<file path="config.mk">
export PLATFORM = sky130hd
export DESIGN_NAME = gpio_probe_scanner
export DESIGN_NICKNAME = d
export VERILOG_FILES = /design/src/rtl/gpio_probe_scanner.sv
export SDC_FILE = /design/constraint.sdc
export NUM_CORES = 1
export LEC_CHECK = 0
export CAP_MARGIN = 40
export CORE_MARGIN = 2
export CORE_UTILIZATION = 30
export CTS_BUF_LIST = sky130_fd_sc_hd__clkbuf_2 sky130_fd_sc_hd__clkbuf_4 sky130_fd_sc_hd__clkbuf_8
export CTS_CLUSTER_DIAMETER = 60
export DETAILED_ROUTE_END_ITERATION = 7
export GPL_TIMING_DRIVEN = 0
export REMOVE_ABC_BUFFERS = 1
export SYNTH_ARGS = -nofsm -noshare
export SYNTH_HDL_FRONTEND = slang
export SYNTH_SLANG_ARGS = --single-unit
</file>
<file path="constraint.sdc">
create_clock -name clk -period 3 [get_ports clk]
set_clock_uncertainty 0.15 [all_clocks]
set_input_delay 0.6 -clock clk [delete_from_list [all_inputs] [get_ports clk]]
set_output_delay 0.6 -clock clk [all_outputs]
set_load 0.05 [all_outputs]
</file>
<file path="src/rtl/gpio_probe_scanner.sv">
// GPIO probe sequencer: drives each candidate pin low then high and reports which other pins followed.
// Optional build macro SCAN_DOUBLE_SAMPLE_EN adds a second sample per phase to reject unstable pins.
module gpio_probe_scanner #(
    parameter int unsigned N_PINS = 6,
    parameter int unsigned SETTLE = 16
) (
    input  logic                      clk,
    input  logic                      reset_n,
    input  logic                      tick,
    input  logic                      start,
    input  logic [N_PINS-1:0]         pin_in,
    output logic [N_PINS-1:0]         drive_oe,
    output logic [N_PINS-1:0]         drive_val,
    output logic                      busy,
    output logic                      done,
    output logic                      result_valid,
    input  logic                      result_ready,
    output logic [$clog2(N_PINS)-1:0] result_src,
    output logic [N_PINS-1:0]         result_map
);

    localparam int unsigned CW = $clog2(SETTLE + 1);
    localparam int unsigned SW = $clog2(N_PINS);

    typedef enum logic [1:0] {
        ST_IDLE,
        ST_DRIVE_LO,
        ST_DRIVE_HI,
        ST_REPORT
    } state_e;

    state_e              state_q, state_d;
    logic [N_PINS-1:0]   sync1_q, pin_s_q;
    logic [CW-1:0]       cnt_q, cnt_d;
    logic [SW-1:0]       src_q, src_d;
    logic [N_PINS-1:0]   s0_q, s0_d;
    logic [N_PINS-1:0]   oe_q, oe_d;
    logic [N_PINS-1:0]   val_q, val_d;
    logic [N_PINS-1:0]   map_q, map_d;
    logic                busy_q, busy_d;
    logic                done_q, done_d;
    logic                rv_q, rv_d;
`ifdef SCAN_DOUBLE_SAMPLE_EN
    logic [N_PINS-1:0]   s0a_q, s0a_d;
    logic [N_PINS-1:0]   s1a_q, s1a_d;
    logic [N_PINS-1:0]   lo_ok_q, lo_ok_d;
`endif

    logic [N_PINS-1:0]   src_bit;
    logic [N_PINS-1:0]   next_bit;
    logic                last_tick;
    logic                early_tick;

    assign src_bit    = N_PINS'(1) << src_q;
    assign next_bit   = N_PINS'(1) << (src_q + SW'(1));
    assign last_tick  = tick && (cnt_q == CW'(SETTLE - 1));
    assign early_tick = tick && (cnt_q == CW'(SETTLE - 2));

    always_ff @(posedge clk or negedge reset_n) begin
        if (!reset_n) begin
            sync1_q <= '0;
            pin_s_q <= '0;
        end else begin
            sync1_q <= pin_in;
            pin_s_q <= sync1_q;
        end
    end

    always_ff @(posedge clk or negedge reset_n) begin
        if (!reset_n) begin
            state_q <= ST_IDLE;
            cnt_q   <= '0;
            src_q   <= '0;
            s0_q    <= '0;
            oe_q    <= '0;
            val_q   <= '0;
            map_q   <= '0;
            busy_q  <= 1'b0;
            done_q  <= 1'b0;
            rv_q    <= 1'b0;
`ifdef SCAN_DOUBLE_SAMPLE_EN
            s0a_q   <= '0;
            s1a_q   <= '0;
            lo_ok_q <= '0;
`endif
        end else begin
            state_q <= state_d;
            cnt_q   <= cnt_d;
            src_q   <= src_d;
            s0_q    <= s0_d;
            oe_q    <= oe_d;
            val_q   <= val_d;
            map_q   <= map_d;
            busy_q  <= busy_d;
            done_q  <= done_d;
            rv_q    <= rv_d;
`ifdef SCAN_DOUBLE_SAMPLE_EN
            s0a_q   <= s0a_d;
            s1a_q   <= s1a_d;
            lo_ok_q <= lo_ok_d;
`endif
        end
    end

    // Drive outputs are computed one state ahead so every port comes straight from a flop.
    always_comb begin
        state_d = state_q;
        cnt_d   = cnt_q;
        src_d   = src_q;
        s0_d    = s0_q;
        oe_d    = oe_q;
        val_d   = val_q;
        map_d   = map_q;
        busy_d  = busy_q;
        done_d  = 1'b0;
        rv_d    = rv_q;
`ifdef SCAN_DOUBLE_SAMPLE_EN
        s0a_d   = s0a_q;
        s1a_d   = s1a_q;
        lo_ok_d = lo_ok_q;
`endif
        case (state_q)
            ST_IDLE: begin
                if (start) begin
                    src_d   = '0;
                    cnt_d   = '0;
                    oe_d    = N_PINS'(1);
                    val_d   = '0;
                    busy_d  = 1'b1;
                    state_d = ST_DRIVE_LO;
                end
            end
            ST_DRIVE_LO: begin
                if (last_tick) begin
                    s0_d    = pin_s_q;
                    cnt_d   = '0;
                    val_d   = src_bit;
                    state_d = ST_DRIVE_HI;
`ifdef SCAN_DOUBLE_SAMPLE_EN
                    lo_ok_d = ~(s0a_q ^ pin_s_q);
`endif
                end else if (tick) begin
                    cnt_d = cnt_q + CW'(1);
`ifdef SCAN_DOUBLE_SAMPLE_EN
                    if (early_tick) s0a_d = pin_s_q;
`endif
                end
            end
            ST_DRIVE_HI: begin
                if (last_tick) begin
`ifdef SCAN_DOUBLE_SAMPLE_EN
                    map_d = (s0_q ^ pin_s_q) & ~src_bit & lo_ok_q & ~(s1a_q ^ pin_s_q);
`else
                    map_d = (s0_q ^ pin_s_q) & ~src_bit;
`endif
                    rv_d    = 1'b1;
                    oe_d    = '0;
                    val_d   = '0;
                    cnt_d   = '0;
                    state_d = ST_REPORT;
                end else if (tick) begin
                    cnt_d = cnt_q + CW'(1);
`ifdef SCAN_DOUBLE_SAMPLE_EN
                    if (early_tick) s1a_d = pin_s_q;
`endif
                end
            end
            ST_REPORT: begin
                if (rv_q && result_ready) begin
                    rv_d = 1'b0;
                    if (src_q == SW'(N_PINS - 1)) begin
                        done_d  = 1'b1;
                        busy_d  = 1'b0;
                        state_d = ST_IDLE;
                    end else begin
                        src_d   = src_q + SW'(1);
                        cnt_d   = '0;
                        oe_d    = next_bit;
                        state_d = ST_DRIVE_LO;
                    end
                end
            end
            default: state_d = ST_IDLE;
        endcase
    end

    assign drive_oe     = oe_q;
    assign drive_val    = val_q;
    assign busy         = busy_q;
    assign done         = done_q;
    assign result_valid = rv_q;
    assign result_src   = src_q;
    assign result_map   = map_q;

endmodule

</file>
==> impl_metrics.tcl <==
set metrics [dict create \
    result_of_the_run "completed" \
    clkPwrFrac 0.225 \
    maxCapViolCount 0 \
    r2r-end "drive_oe[2]" \
    synth-edff-count 0 \
    drt.antenna.violating_nets 0 \
    crit_end "drive_oe[2]" \
    max-clock-path-buffers 2 \
    total_power_w 0.00245 \
    clkLatencyLatePin_ns 0.30 \
    cts.reportedPaths.clkPinSlew_ns 0.08 \
    global_route_wire_length_before_repair_um 7840 \
    dp_cells 323 \
    yosys.cell_count.top_type "sky130_fd_sc_hd__dfrtp_1" \
    share_of_final_layout_standard_cells_stronger_than_drive_strength_1 0.162 \
    critical_path_peak_fanout 22 \
    setup.worst_path.end_class "register" \
    post-route-drc-count 0 \
    synth_area_leaders "sky130_fd_sc_hd__dfrtp_1 (52%), sky130_fd_sc_hd__ha_1 (7.9%), sky130_fd_sc_hd__mux2_2 (7.1%)" \
    finish.net_count 254 \
    final_period_minus_worst_setup_slack_ns 2.68 \
    ys.flop_type "sky130_fd_sc_hd__dfrtp_1" \
    period_utilisation_layout 0.895 \
    p_comb_frac 0.431 \
    cts-htree-levels 2 \
    placement.cell_area_um2 2790 \
    worst-r2r-cell-count 5 \
    post_synth.cell_area_avg_um2 12.3 \
    postLayoutCellArea_um2 2920 \
    cellLeakagePower_nw 1.36 \
    path_class "register to register" \
    cts_root_buffer "sky130_fd_sc_hd__clkbuf_8" \
    asyncSetResetFlopFracSynth 1.00 \
    io_buffers 34 \
    netlist_instances 193 \
    average_vias_per_placed_instance 4.63 \
    cts.repair_timing.setup_buffer_count 0 \
    holdBufCountCts 0 \
    finalMaxSlewViolations 0 \
    detailedRoute.firstIterationViolations 57 \
    cellPowerDensity_nw_per_um2 836 \
    synth_top_cell_area_share 0.519 \
    worst_slew_margin_rel 0.565 \
    n_antenna_cell 0 \
    tritoncts "built" \
    yosys.cell_types.count 43 \
    global_route.usage.total 0.116 \
    cp_data_required_time_ns 3.04 \
    yosysWarnings 0 \
    grt_max_degree 36 \
    grt_remaining_overflow 0 \
    dr_total_vias 1531 \
    hold_class "primary input to async pin" \
    internal-power_w 0.00150 \
    grt_pass1_vias 1589 \
    synth_common_cells "sky130_fd_sc_hd__dfrtp_1 (49), sky130_fd_sc_hd__ha_1 (15), sky130_fd_sc_hd__mux2_2 (15), sky130_fd_sc_hd__o21ai_0 (15), sky130_fd_sc_hd__nand2_1 (13)" \
    reg2reg_slack_ns 0.32 \
    fill_cells 759 \
    worst-slew-pin-transition_ns 0.652 \
    synth_top_area_cell "sky130_fd_sc_hd__dfrtp_1" \
    die_width_um 92.8 \
    gp_routability_congestion 0.800 \
    cts-resized-gates 0 \
    wl_um 4490 \
    sw_frac_of_total 0.387 \
    die_height_um 92.8 \
    hold_violations 0 \
    design.portCount 35 \
    critPathLaunchType "register" \
    fp.dieArea_um2 8610 \
    count_of_state_elements_after_synthesis 49 \
    worstPathArrival_ns 2.73 \
    hold_ws_ns 0.0461 \
    tritoncts_buffer_count 5 \
    synth.yosys.seq_area_share 0.519 \
    detail_route.first_pass.iterations 4 \
    initial_utilization 0.308 \
    design.core.area_um2 7690 \
    detailed_place_hpwl_um 3280 \
    timing.rr.start "state_q[0]" \
    report.final.setup_viol 0 \
    net-switching-power_w 0.000947 \
    highest_clock_frequency_the_design_can_meet_ghz 0.373 \
    rsz0062_at_grt "false" \
    post_route_non_filler_standard_cell_count 331 \
    syn2layout_area_growth_pct 23.7 \
    ir_drop_uv 285 \
    number_of_antenna_violations_at_the_first_check_in_global_routing 0 \
    synth.cell_area_um2 2360 \
    routed_wire_length_per_instance_um 13.6 \
    critical_path.startpoint "state_q[0]" \
    cts_sinks 49 \
    p_seq_frac 0.344 \
    floorplan.rows 32 \
]
sequential cells by signal (all words and copies together), names as in the netlist:
| name | count |
|---|---|
| result_map | 6 |
| state_q | 2 |
| result_valid | 1 |
| sync1_q | 6 |
| busy | 1 |
| s0_q | 6 |
| cnt_q | 5 |
| done | 1 |
| pin_s_q | 6 |
| result_src | 3 |
| drive_oe | 6 |
| drive_val | 6 |
cell families after synthesis:
family / share of synthesized area
compound gates: 0.137
xor+xnor: 0.0222
fa+ha+maj: 0.0794
buf+inv: 0.0339
flops: 0.519
mux: 0.110
simple gates: 0.100
layer usage:
layer  GRT usage  vias to the layer above  wire, um
met1       0.161                      739      2250
met5           0                        -         0
li1            -                      761         -
met2       0.171                       28      2020
met3      0.0399                        3       191
met4      0.0331                        0        29
how the worst min path moves through the flow:
stage | start | cells after the start | to
floorplan | reset_n | 0 | busy
global placement | sync1_q[2] | 0 | pin_s_q[2]
detailed placement | sync1_q[0] | 0 | pin_s_q[0]
CTS | reset_n | 1 | result_map[4]
global route | reset_n | 1 | drive_oe[1]
finish | reset_n | 1 | drive_oe[1]
power by group through the flow:
stage               clock network, W  registers [W]  logic [W]
floorplan                          0        0.00100   0.000607
global placement                   0       0.000854    0.00103
detailed placement                 0       0.000856    0.00106
CTS                         0.000570       0.000844    0.00106
global route                0.000595       0.000857    0.00118
finish                      0.000549       0.000842    0.00105
worst max-delay path, cell delays in order (launching register included):
cell	delay, ns
sky130_fd_sc_hd__dfrtp_1	0.43
sky130_fd_sc_hd__ha_1	0.45
sky130_fd_sc_hd__and3_4	0.29
sky130_fd_sc_hd__a211o_4	0.35
sky130_fd_sc_hd__or3b_1	0.55
sky130_fd_sc_hd__mux2_4	0.36
through the flow:
step	TNS, ns	setup slack, ns	utilization
2_1_floorplan	0	0.227	-
3_3_place_gp	-13.36	-0.275	0.361
3_5_place_dp	0	0.0364	0.363
4_1_cts	0	0.324	0.380
5_1_grt	0	0.207	0.380
6_report	0	0.316	0.380
final cells by class:
type	instances	area (um^2)	share of cell area
clock buffer	5	68.8	0.0235
timing repair buffer	35	355	0.122
clock inverter	3	65.1	0.0223
inverter	6	22.5	0.00770
tap	102	128	0.0436
multi-input combinational	131	1060	0.362
sequential	49	1230	0.419
cells in the final DEF, fill, tap and decap left out, drive strengths merged, types with 2 or more instances in the layout:
cell type	count
and3	6
o22ai	2
a22o	7
clkdlybuf4s50	33
bufinv	2
a41o	2
nand2	13
buf	2
a211o	2
clkbuf	5
a21oi	9
nand4	2
nor2	5
xnor2	6
nand4b	2
o21a	2
nand3	5
dfrtp	49
and3b	2
o211ai	2
inv	6
o21ai	15
mux2	21
ha	15
Power figures use the tool's default switching activity.
